--- config.mk ---
export PLATFORM = sky130hd
export DESIGN_NAME = writeback_buffer_flat
export DESIGN_NICKNAME = d
export VERILOG_FILES = /design/src/rtl/writeback_buffer_pkg.sv /design/src/rtl/writeback_buffer_if.sv /design/src/rtl/wb_fifo_2w1r.sv /design/src/rtl/writeback_buffer.sv /design/src/flat_wrapper.sv
export SDC_FILE = /design/constraint.sdc
export NUM_CORES = 1
export LEC_CHECK = 0
export CORE_MARGIN = 2
export CORE_UTILIZATION = 60
export DETAILED_ROUTE_END_ITERATION = 10
export PLACE_DENSITY = 0.92
export SYNTH_ARGS = -nofsm -noshare
export SYNTH_HDL_FRONTEND = slang
export SYNTH_SLANG_ARGS = --single-unit
--- constraint.sdc ---
create_clock -name clk -period 6.67 [get_ports clk]
set_clock_uncertainty 0.2 [all_clocks]
set_input_delay 1.6675 -clock clk [delete_from_list [all_inputs] [get_ports clk]]
set_output_delay 1.6675 -clock clk [all_outputs]
set_load 0.01 [all_outputs]
--- src/rtl/writeback_buffer_pkg.sv ---
// writeback_buffer_pkg: shared register-file constants and sizing helpers for the writeback buffer.
// Contents: REGISTER_FILE_LEN (data width), REGISTER_FILE_ADDRESS_LEN (address width),
//           WB_BUFFER_DEPTH (default FIFO depth), cnt_w() (occupancy counter width).
package writeback_buffer_pkg;

    localparam int REGISTER_FILE_LEN         = 32;
    localparam int REGISTER_FILE_ADDRESS_LEN = 4;
    localparam int WB_BUFFER_DEPTH           = 4;

    // Counter must represent 0..DEPTH inclusive, hence one bit more than the pointer.
    function automatic int cnt_w(input int depth);
        return $clog2(depth) + 1;
    endfunction

endpackage

--- src/rtl/writeback_buffer_if.sv ---
// writeback_buffer_if: bundles the EX/MEM writeback inputs, register-file write port and ID hazard signals.
// Signals: mem_valid/mem_dest/mem_value (older writeback), ex_valid/ex_dest/ex_value (younger writeback),
//          in_ready (two-slot guarantee), wb_en/wb_dest/wb_value (register-file write port),
//          src_1/src_2 + src_1_used/src_2_used (ID sources), hazard (stall ID), count (occupancy).
// Modports: master drives the pipeline side, slave is the buffer itself.
interface writeback_buffer_if import writeback_buffer_pkg::*; #(
    parameter int DEPTH  = WB_BUFFER_DEPTH,
    parameter int DATA_W = REGISTER_FILE_LEN,
    parameter int ADDR_W = REGISTER_FILE_ADDRESS_LEN
);
    localparam int CW = cnt_w(DEPTH);

    logic              mem_valid;
    logic [ADDR_W-1:0] mem_dest;
    logic [DATA_W-1:0] mem_value;
    logic              ex_valid;
    logic [ADDR_W-1:0] ex_dest;
    logic [DATA_W-1:0] ex_value;
    logic              in_ready;
    logic              wb_en;
    logic [ADDR_W-1:0] wb_dest;
    logic [DATA_W-1:0] wb_value;
    logic [ADDR_W-1:0] src_1;
    logic [ADDR_W-1:0] src_2;
    logic              src_1_used;
    logic              src_2_used;
    logic              hazard;
    logic [CW-1:0]     count;

    modport master (
        output mem_valid, mem_dest, mem_value, ex_valid, ex_dest, ex_value,
        output src_1, src_2, src_1_used, src_2_used,
        input  in_ready, wb_en, wb_dest, wb_value, hazard, count
    );

    modport slave (
        input  mem_valid, mem_dest, mem_value, ex_valid, ex_dest, ex_value,
        input  src_1, src_2, src_1_used, src_2_used,
        output in_ready, wb_en, wb_dest, wb_value, hazard, count
    );

endinterface

--- src/rtl/wb_fifo_2w1r.sv ---
// wb_fifo_2w1r: circular FIFO with two write ports (a = older, b = younger) and one read port.
// Ports: clk, rst_n (async active-low); push_a/a_dest/a_value, push_b/b_dest/b_value (writes);
//        pop (consume head); head_dest/head_value (head entry); count (occupancy);
//        occupied/dests (per-slot occupancy and destination, for hazard comparison).
module wb_fifo_2w1r import writeback_buffer_pkg::*; #(
    parameter int DEPTH  = WB_BUFFER_DEPTH,
    parameter int DATA_W = REGISTER_FILE_LEN,
    parameter int ADDR_W = REGISTER_FILE_ADDRESS_LEN,
    localparam int PW    = $clog2(DEPTH),
    localparam int CW    = cnt_w(DEPTH)
) (
    input  logic              clk,
    input  logic              rst_n,
    input  logic              push_a,
    input  logic [ADDR_W-1:0] a_dest,
    input  logic [DATA_W-1:0] a_value,
    input  logic              push_b,
    input  logic [ADDR_W-1:0] b_dest,
    input  logic [DATA_W-1:0] b_value,
    input  logic              pop,
    output logic [ADDR_W-1:0] head_dest,
    output logic [DATA_W-1:0] head_value,
    output logic [CW-1:0]     count,
    output logic [DEPTH-1:0]  occupied,
    output logic [ADDR_W-1:0] dests [DEPTH]
);
    logic [ADDR_W-1:0] dest_q  [DEPTH];
    logic [DATA_W-1:0] value_q [DEPTH];
    logic [PW-1:0]     head;
    logic [PW-1:0]     tail;
    logic [PW-1:0]     tail_next;
    logic [PW-1:0]     offset [DEPTH];
    logic [1:0]        n_push;
    logic              take;

    assign n_push    = {1'b0, push_a} + {1'b0, push_b};
    assign take      = pop && (count != '0);
    assign tail_next = tail + PW'(1);

    assign head_dest  = dest_q[head];
    assign head_value = value_q[head];

    always_ff @(posedge clk or negedge rst_n) begin
        if (!rst_n) begin
            head  <= '0;
            tail  <= '0;
            count <= '0;
        end else begin
            head  <= head + PW'(take);
            tail  <= tail + PW'(n_push);
            count <= count + CW'(n_push) - CW'(take);
        end
    end

    // Storage needs no reset: occupancy is tracked entirely by head/count.
    // A lone push (from either port) goes to tail; a pair puts the younger at tail+1.
    always_ff @(posedge clk) begin
        if (push_a || push_b) begin
            dest_q[tail]  <= push_a ? a_dest : b_dest;
            value_q[tail] <= push_a ? a_value : b_value;
        end
        if (push_a && push_b) begin
            dest_q[tail_next]  <= b_dest;
            value_q[tail_next] <= b_value;
        end
    end

    // A slot is occupied when its distance from head (mod DEPTH) is below count.
    for (genvar g = 0; g < DEPTH; g++) begin : g_slot
        assign offset[g]   = PW'(g) - head;
        assign occupied[g] = {1'b0, offset[g]} < count;
        assign dests[g]    = dest_q[g];
    end

endmodule

--- src/rtl/writeback_buffer.sv ---
// writeback_buffer: queues EX/MEM writebacks and drains one per cycle into the register-file write port,
// flagging read-after-write hazards for ID sources that still have a queued write.
// Ports: clk, rst_n (async active-low), bus (writeback_buffer_if.slave: inputs, wb port, hazard, count).
module writeback_buffer import writeback_buffer_pkg::*; #(
    parameter int DEPTH  = WB_BUFFER_DEPTH,
    parameter int DATA_W = REGISTER_FILE_LEN,
    parameter int ADDR_W = REGISTER_FILE_ADDRESS_LEN
) (
    input  logic                     clk,
    input  logic                     rst_n,
    writeback_buffer_if.slave        bus
);
    localparam int CW = cnt_w(DEPTH);

    logic              acc_mem;
    logic              acc_ex;
    logic              pop;
    logic [ADDR_W-1:0] head_dest;
    logic [DATA_W-1:0] head_value;
    logic [DEPTH-1:0]  occupied;
    logic [ADDR_W-1:0] dests [DEPTH];
    logic              hit_1;
    logic              hit_2;

    // Two free slots guaranteed, so both inputs can always be taken together.
    assign bus.in_ready = bus.count <= CW'(DEPTH - 2);
    assign acc_mem      = bus.mem_valid && bus.in_ready;
    assign acc_ex       = bus.ex_valid && bus.in_ready;
    assign pop          = bus.count != '0;

    wb_fifo_2w1r #(
        .DEPTH  (DEPTH),
        .DATA_W (DATA_W),
        .ADDR_W (ADDR_W)
    ) u_fifo (
        .clk        (clk),
        .rst_n      (rst_n),
        .push_a     (acc_mem),
        .a_dest     (bus.mem_dest),
        .a_value    (bus.mem_value),
        .push_b     (acc_ex),
        .b_dest     (bus.ex_dest),
        .b_value    (bus.ex_value),
        .pop        (pop),
        .head_dest  (head_dest),
        .head_value (head_value),
        .count      (bus.count),
        .occupied   (occupied),
        .dests      (dests)
    );

    // Dest/value hold their last written contents while idle.
    always_ff @(posedge clk or negedge rst_n) begin
        if (!rst_n) begin
            bus.wb_en    <= 1'b0;
            bus.wb_dest  <= '0;
            bus.wb_value <= '0;
        end else begin
            bus.wb_en <= pop;
            if (pop) begin
                bus.wb_dest  <= head_dest;
                bus.wb_value <= head_value;
            end
        end
    end

    // The entry in the output registers is left out: the register file
    // commits it on the falling edge, before ID's read is needed.
    always_comb begin
        hit_1 = 1'b0;
        hit_2 = 1'b0;
        for (int i = 0; i < DEPTH; i++) begin
            hit_1 = hit_1 | (occupied[i] && (dests[i] == bus.src_1));
            hit_2 = hit_2 | (occupied[i] && (dests[i] == bus.src_2));
        end
    end

    assign bus.hazard = (bus.src_1_used && hit_1) || (bus.src_2_used && hit_2);

endmodule

--- src/flat_wrapper.sv ---
// flat-port wrapper written by rule: the top's interface ports become plain ports
module writeback_buffer_flat import writeback_buffer_pkg::*;
#(
    parameter int DEPTH  = WB_BUFFER_DEPTH,
    parameter int DATA_W = REGISTER_FILE_LEN,
    parameter int ADDR_W = REGISTER_FILE_ADDRESS_LEN
)
  (clk, rst_n, bus_mem_valid, bus_mem_dest, bus_mem_value, bus_ex_valid, bus_ex_dest, bus_ex_value, bus_src_1, bus_src_2, bus_src_1_used, bus_src_2_used, bus_in_ready, bus_wb_en, bus_wb_dest, bus_wb_value, bus_hazard, bus_count);
  writeback_buffer_if #(.DEPTH(DEPTH), .DATA_W(DATA_W), .ADDR_W(ADDR_W)) bus_i ();
  input  logic clk;
  input  logic rst_n;
  input wire logic [$bits(bus_i.mem_valid)-1:0] bus_mem_valid;
  input wire logic [$bits(bus_i.mem_dest)-1:0] bus_mem_dest;
  input wire logic [$bits(bus_i.mem_value)-1:0] bus_mem_value;
  input wire logic [$bits(bus_i.ex_valid)-1:0] bus_ex_valid;
  input wire logic [$bits(bus_i.ex_dest)-1:0] bus_ex_dest;
  input wire logic [$bits(bus_i.ex_value)-1:0] bus_ex_value;
  input wire logic [$bits(bus_i.src_1)-1:0] bus_src_1;
  input wire logic [$bits(bus_i.src_2)-1:0] bus_src_2;
  input wire logic [$bits(bus_i.src_1_used)-1:0] bus_src_1_used;
  input wire logic [$bits(bus_i.src_2_used)-1:0] bus_src_2_used;
  output wire logic [$bits(bus_i.in_ready)-1:0] bus_in_ready;
  output wire logic [$bits(bus_i.wb_en)-1:0] bus_wb_en;
  output wire logic [$bits(bus_i.wb_dest)-1:0] bus_wb_dest;
  output wire logic [$bits(bus_i.wb_value)-1:0] bus_wb_value;
  output wire logic [$bits(bus_i.hazard)-1:0] bus_hazard;
  output wire logic [$bits(bus_i.count)-1:0] bus_count;
  assign bus_i.mem_valid = bus_mem_valid;
  assign bus_i.mem_dest = bus_mem_dest;
  assign bus_i.mem_value = bus_mem_value;
  assign bus_i.ex_valid = bus_ex_valid;
  assign bus_i.ex_dest = bus_ex_dest;
  assign bus_i.ex_value = bus_ex_value;
  assign bus_i.src_1 = bus_src_1;
  assign bus_i.src_2 = bus_src_2;
  assign bus_i.src_1_used = bus_src_1_used;
  assign bus_i.src_2_used = bus_src_2_used;
  assign bus_in_ready = bus_i.in_ready;
  assign bus_wb_en = bus_i.wb_en;
  assign bus_wb_dest = bus_i.wb_dest;
  assign bus_wb_value = bus_i.wb_value;
  assign bus_hazard = bus_i.hazard;
  assign bus_count = bus_i.count;
  writeback_buffer #(.DEPTH(DEPTH), .DATA_W(DATA_W), .ADDR_W(ADDR_W)) u_core (.clk(clk), .rst_n(rst_n), .bus(bus_i));
endmodule
==> results.md <==
- During placement, the flow inserted port buffers numbering ~130.
- The aggregate negative setup slack is 0 ps.
- Before antenna repair, the detailed router went through 5 iterations.
- The number of global-route vias before repair is approximately 5.8k.
- The total via count after detailed routing is around 5.4k.
- The total congestion overflow is 0.
- Setup repair after global routing left no endpoint under its margin.
- The average detailed-routed wire length per instance is 23.7 um.
- The smallest clock period supported by the final layout is computed as between 5000 and 6000 ps.
- In the final layout, the share of cells above drive strength 1 is 0.399.
- After detailed routing, the number of remaining DRC violations is 0.
- The required time at the endpoint of the critical path is roughly 4800 ps.
- The startpoint identified for the worst register-to-register timing path is u_core.u_fifo.count[2].
- Compared with the post-synthesis result, the final layout area differs by 19.7%.
- At the later pin of the worst-skew pair, clock insertion delay measures 430 ps.
- In this run the most critical hold path is launched from u_core.bus.wb_value[7].
- The flow ran to the end, and the final reports show no timing, DRC or antenna violations.
- The maximum net fanout on the critical path is 4.
- The register area share after synthesis is 0.554.
- For this run, the total global-route usage over all layers was measured as 0.258.
- The max-slew violation total from the final report was 0.
- Post-CTS timing repair inserted 0 buffers for setup.
- The number of library cell types mapped by synthesis is 33.
- The total power after layout is ~5 mW.
- Ranked by total cell area, the synthesized netlist is headed by sky130_fd_sc_hd__edfxtp_1 44%, sky130_fd_sc_hd__mux2_4 14%, sky130_fd_sc_hd__dfrtp_1 11%.
- The launching element type of the critical path is an input pin.
- The floorplan die area is 17400 um^2.
- In the final design database the tool counted ~770 nets.
- Walking the worst path, the cells encountered are clkdlybuf4s50_1 > xnor2_1 > nand4_1 > o22ai_1 > nor2_1 > o22ai_1 > clkdlybuf4s50_1.
- The reg-to-reg endpoint is u_core.u_fifo.value_q[3][2].
- In the layout the commonest cells are 144 x sky130_fd_sc_hd__edfxtp_1, 126 x sky130_fd_sc_hd__clkdlybuf4s50_1, 90 x sky130_fd_sc_hd__mux2_2, 90 x sky130_fd_sc_hd__mux2_4, 42 x sky130_fd_sc_hd__dfrtp_1.
- In this run the tightest slew margin relative to its limit is 0.268.
- The worst path arrival time is 3720 ps.
- Entering global routing, the biggest net connects 45 pins.
- The clock drives 188 sinks.
- The total number of cells along the worst setup path is 7.
- For flop-to-flop paths, the worst setup slack is about 3100 ps.
- Once the clock tree was built, the resizer swapped 0 gates to a different size.
- The via density per instance is 5.97.
- The leading cell type in the layout, fill and taps excluded is sky130_fd_sc_hd__edfxtp_1.
- The sink of the worst hold path is u_core.bus.wb_value[7].
- The worst-case vdd ir drop is around 280 uV.
- The count of yosys warnings during synthesis is 0.
- The number of cell instances on the worst register-to-register path is 7.
- The number of I/O pins is 128.
- Summing all flip-flop and latch instances after layout gives roughly 5400 um^2.
- The final antenna-violating net count is 0.
- The clock tree from TritonCTS is yes.
- Summed over all layers, the routed wires come to between 20000 and 25000 um.
- The congestion estimate from routability-driven global placement came to between 0.9 and 1.
- The power density over the cells is ~430 nW/um^2.
- The synthesized design spends more area on one cell type than any other, namely sky130_fd_sc_hd__edfxtp_1.
- The cell count after synthesis came out at 545.
- The first routing iteration left ~370 violations.
- The number of antenna diodes in the final layout is 0.
- Buffers inserted during clock tree synthesis total 17.
- The initialized floorplan defines 46 standard-cell rows.
- The number of hold violations in the final report is 0.
- Of the post-synthesis cell area, the dominant cell type holds 0.442.
- The floorplan step set the die height to 132 um.
- The category of cells accounting for the largest share of critical-path delay is buffers and inverters.
- The placed wire-length estimate after detailed placement is 13400 um.
- The instance count along the most critical hold path is 1.
- The floorplan step defined a core boundary enclosing about 16000 um^2.
- The starting density of the core is 0.614.
- The number of setup violations in the final report is 0.
- The area occupied by multi-input gates is roughly 4000 um^2.
- On the critical path, the stage with the largest delay is an instance of sky130_fd_sc_hd__clkdlybuf4s50_1.
- The class of the most critical setup path is input pin to output pin.
- The filler cell count in the final layout is 930.
- The depth of the CTS H-tree is 4.
- The synthesized netlist occupies a cell area of roughly 10000 um^2.
- The fraction of the cycle the final worst path needs is 0.838.
- The flip-flop and latch count after synthesis is between 150 and 200.
- The path class of the tightest hold or removal check is register to register.
- The total of hold buffers inserted after clock tree synthesis is 0.
- The largest single stage delay on the critical path is 560 ps.
- Dividing the synthesized area by the synthesized cell count gives 18.0 um^2.
- The category of the worst setup path capture point is an output pin.
- The number of antenna violations at the first check in global routing is 0.
- Synthesis produced a netlist with a net count of between 600 and 700.
- The number of buffers on the longest clock path is 2.
- After clock tree synthesis, the clock-pin slew on the worst setup and hold paths is 70 ps.
- The number of buffers and inverters on the critical path is 2.
- At the pin with the least slew margin, the transition time is between 1000 and 1500 ps.
- In this run the static leakage power is ~4.4 nW.
- The overall die width is between 100 and 150 um.
- Max-cap violations in this run came to 0.
- For this run, the top clock speed supported by timing is between 150 and 200 MHz.
- The clock root buffer is sky130_fd_sc_hd__clkbuf_16.
- The global-route wire length before repair is ~33000 um.
-- metal layers --
layer / routed length, um / track usage / part of all wire
met1: 7970 / 0.299 / 0.37
met2: 11700 / 0.468 / 0.55
met3: 1170 / 0.0557 / 0.055
met4: 450 / 0.103 / 0.021
met5: 0 / 0 / 0
-- worst max-delay path by stage --
stage,start,to,slack (ps)
2_1_floorplan,bus_mem_valid,u_core.u_fifo.dest_q[0][0],1110
3_3_place_gp,bus_src_1[3],bus_hazard,1390
3_5_place_dp,bus_src_1[2],bus_hazard,1190
4_1_cts,bus_src_1[2],bus_hazard,1180
5_1_grt,bus_src_1[2],bus_hazard,1010
6_report,bus_src_1[2],bus_hazard,1080
-- synth_stat cells (all sizes together) --
library cell	n
mux2	180
edfxtp	144
dfrtp	44
xnor2	37
mux4	36
buf	25
inv	16
ha	11
clkbuf	9
nand4	8
o22ai	7
a21oi	4
nand2b	4
o21ai	4
nand2	3
nor2	2
o21ba	2
a21boi	1
and2	1
fa	1
nand3	1
nor2b	1
nor3	1
o31ai	1
or3	1
xor2	1
-- power breakdown --
| group | internal (mW) | switching [mW] |
|---|---|---|
| registers | 1.72 | 0.301 |
| logic | 1.17 | 0.882 |
| clock network | 0.567 | 0.445 |
-- final cells by class --
class                           count  share of cell area
Sequential cell                   188               0.463
Multi-Input combinational cell    307               0.343
Timing Repair Buffer              138               0.115
Clock buffer                       20              0.0381
Tap cell                          216              0.0231
Clock inverter                     12              0.0120
Inverter                           16             0.00513
-- cell families after synthesis --
| group | Yosys count | synth area share |
|---|---|---|
| buf+inv | 50 | 0.0400 |
| compound gates | 19 | 0.0167 |
| flops | 188 | 0.554 |
| simple gates | 22 | 0.0147 |
| xor+xnor | 38 | 0.0340 |
| mux | 216 | 0.324 |
| fa+ha+maj | 12 | 0.0161 |
-- flip-flops by register name, indices dropped and copies added (netlist names) --
name and count:
u_core.u_fifo.dest_q 16, u_core.u_fifo.value_q 128, u_core.bus.wb_value 32, u_core.u_fifo.head 2, u_core.u_fifo.tail 2, u_core.bus.wb_dest 4, u_core.bus.wb_en 1, u_core.u_fifo.count 3
-- metrics by stage --
stage,area [um^2],setup WS (ps),utilization,cells,hold WS (ps)
2_1_floorplan,9790,1110,-,545,322
3_3_place_gp,11100,1390,0.698,865,286
3_5_place_dp,11100,1190,0.698,865,295
4_1_cts,11700,1180,0.735,897,310
5_1_grt,11700,1010,0.735,897,318
6_report,11700,1080,0.735,897,308
(Power assumes the default switching activity.)
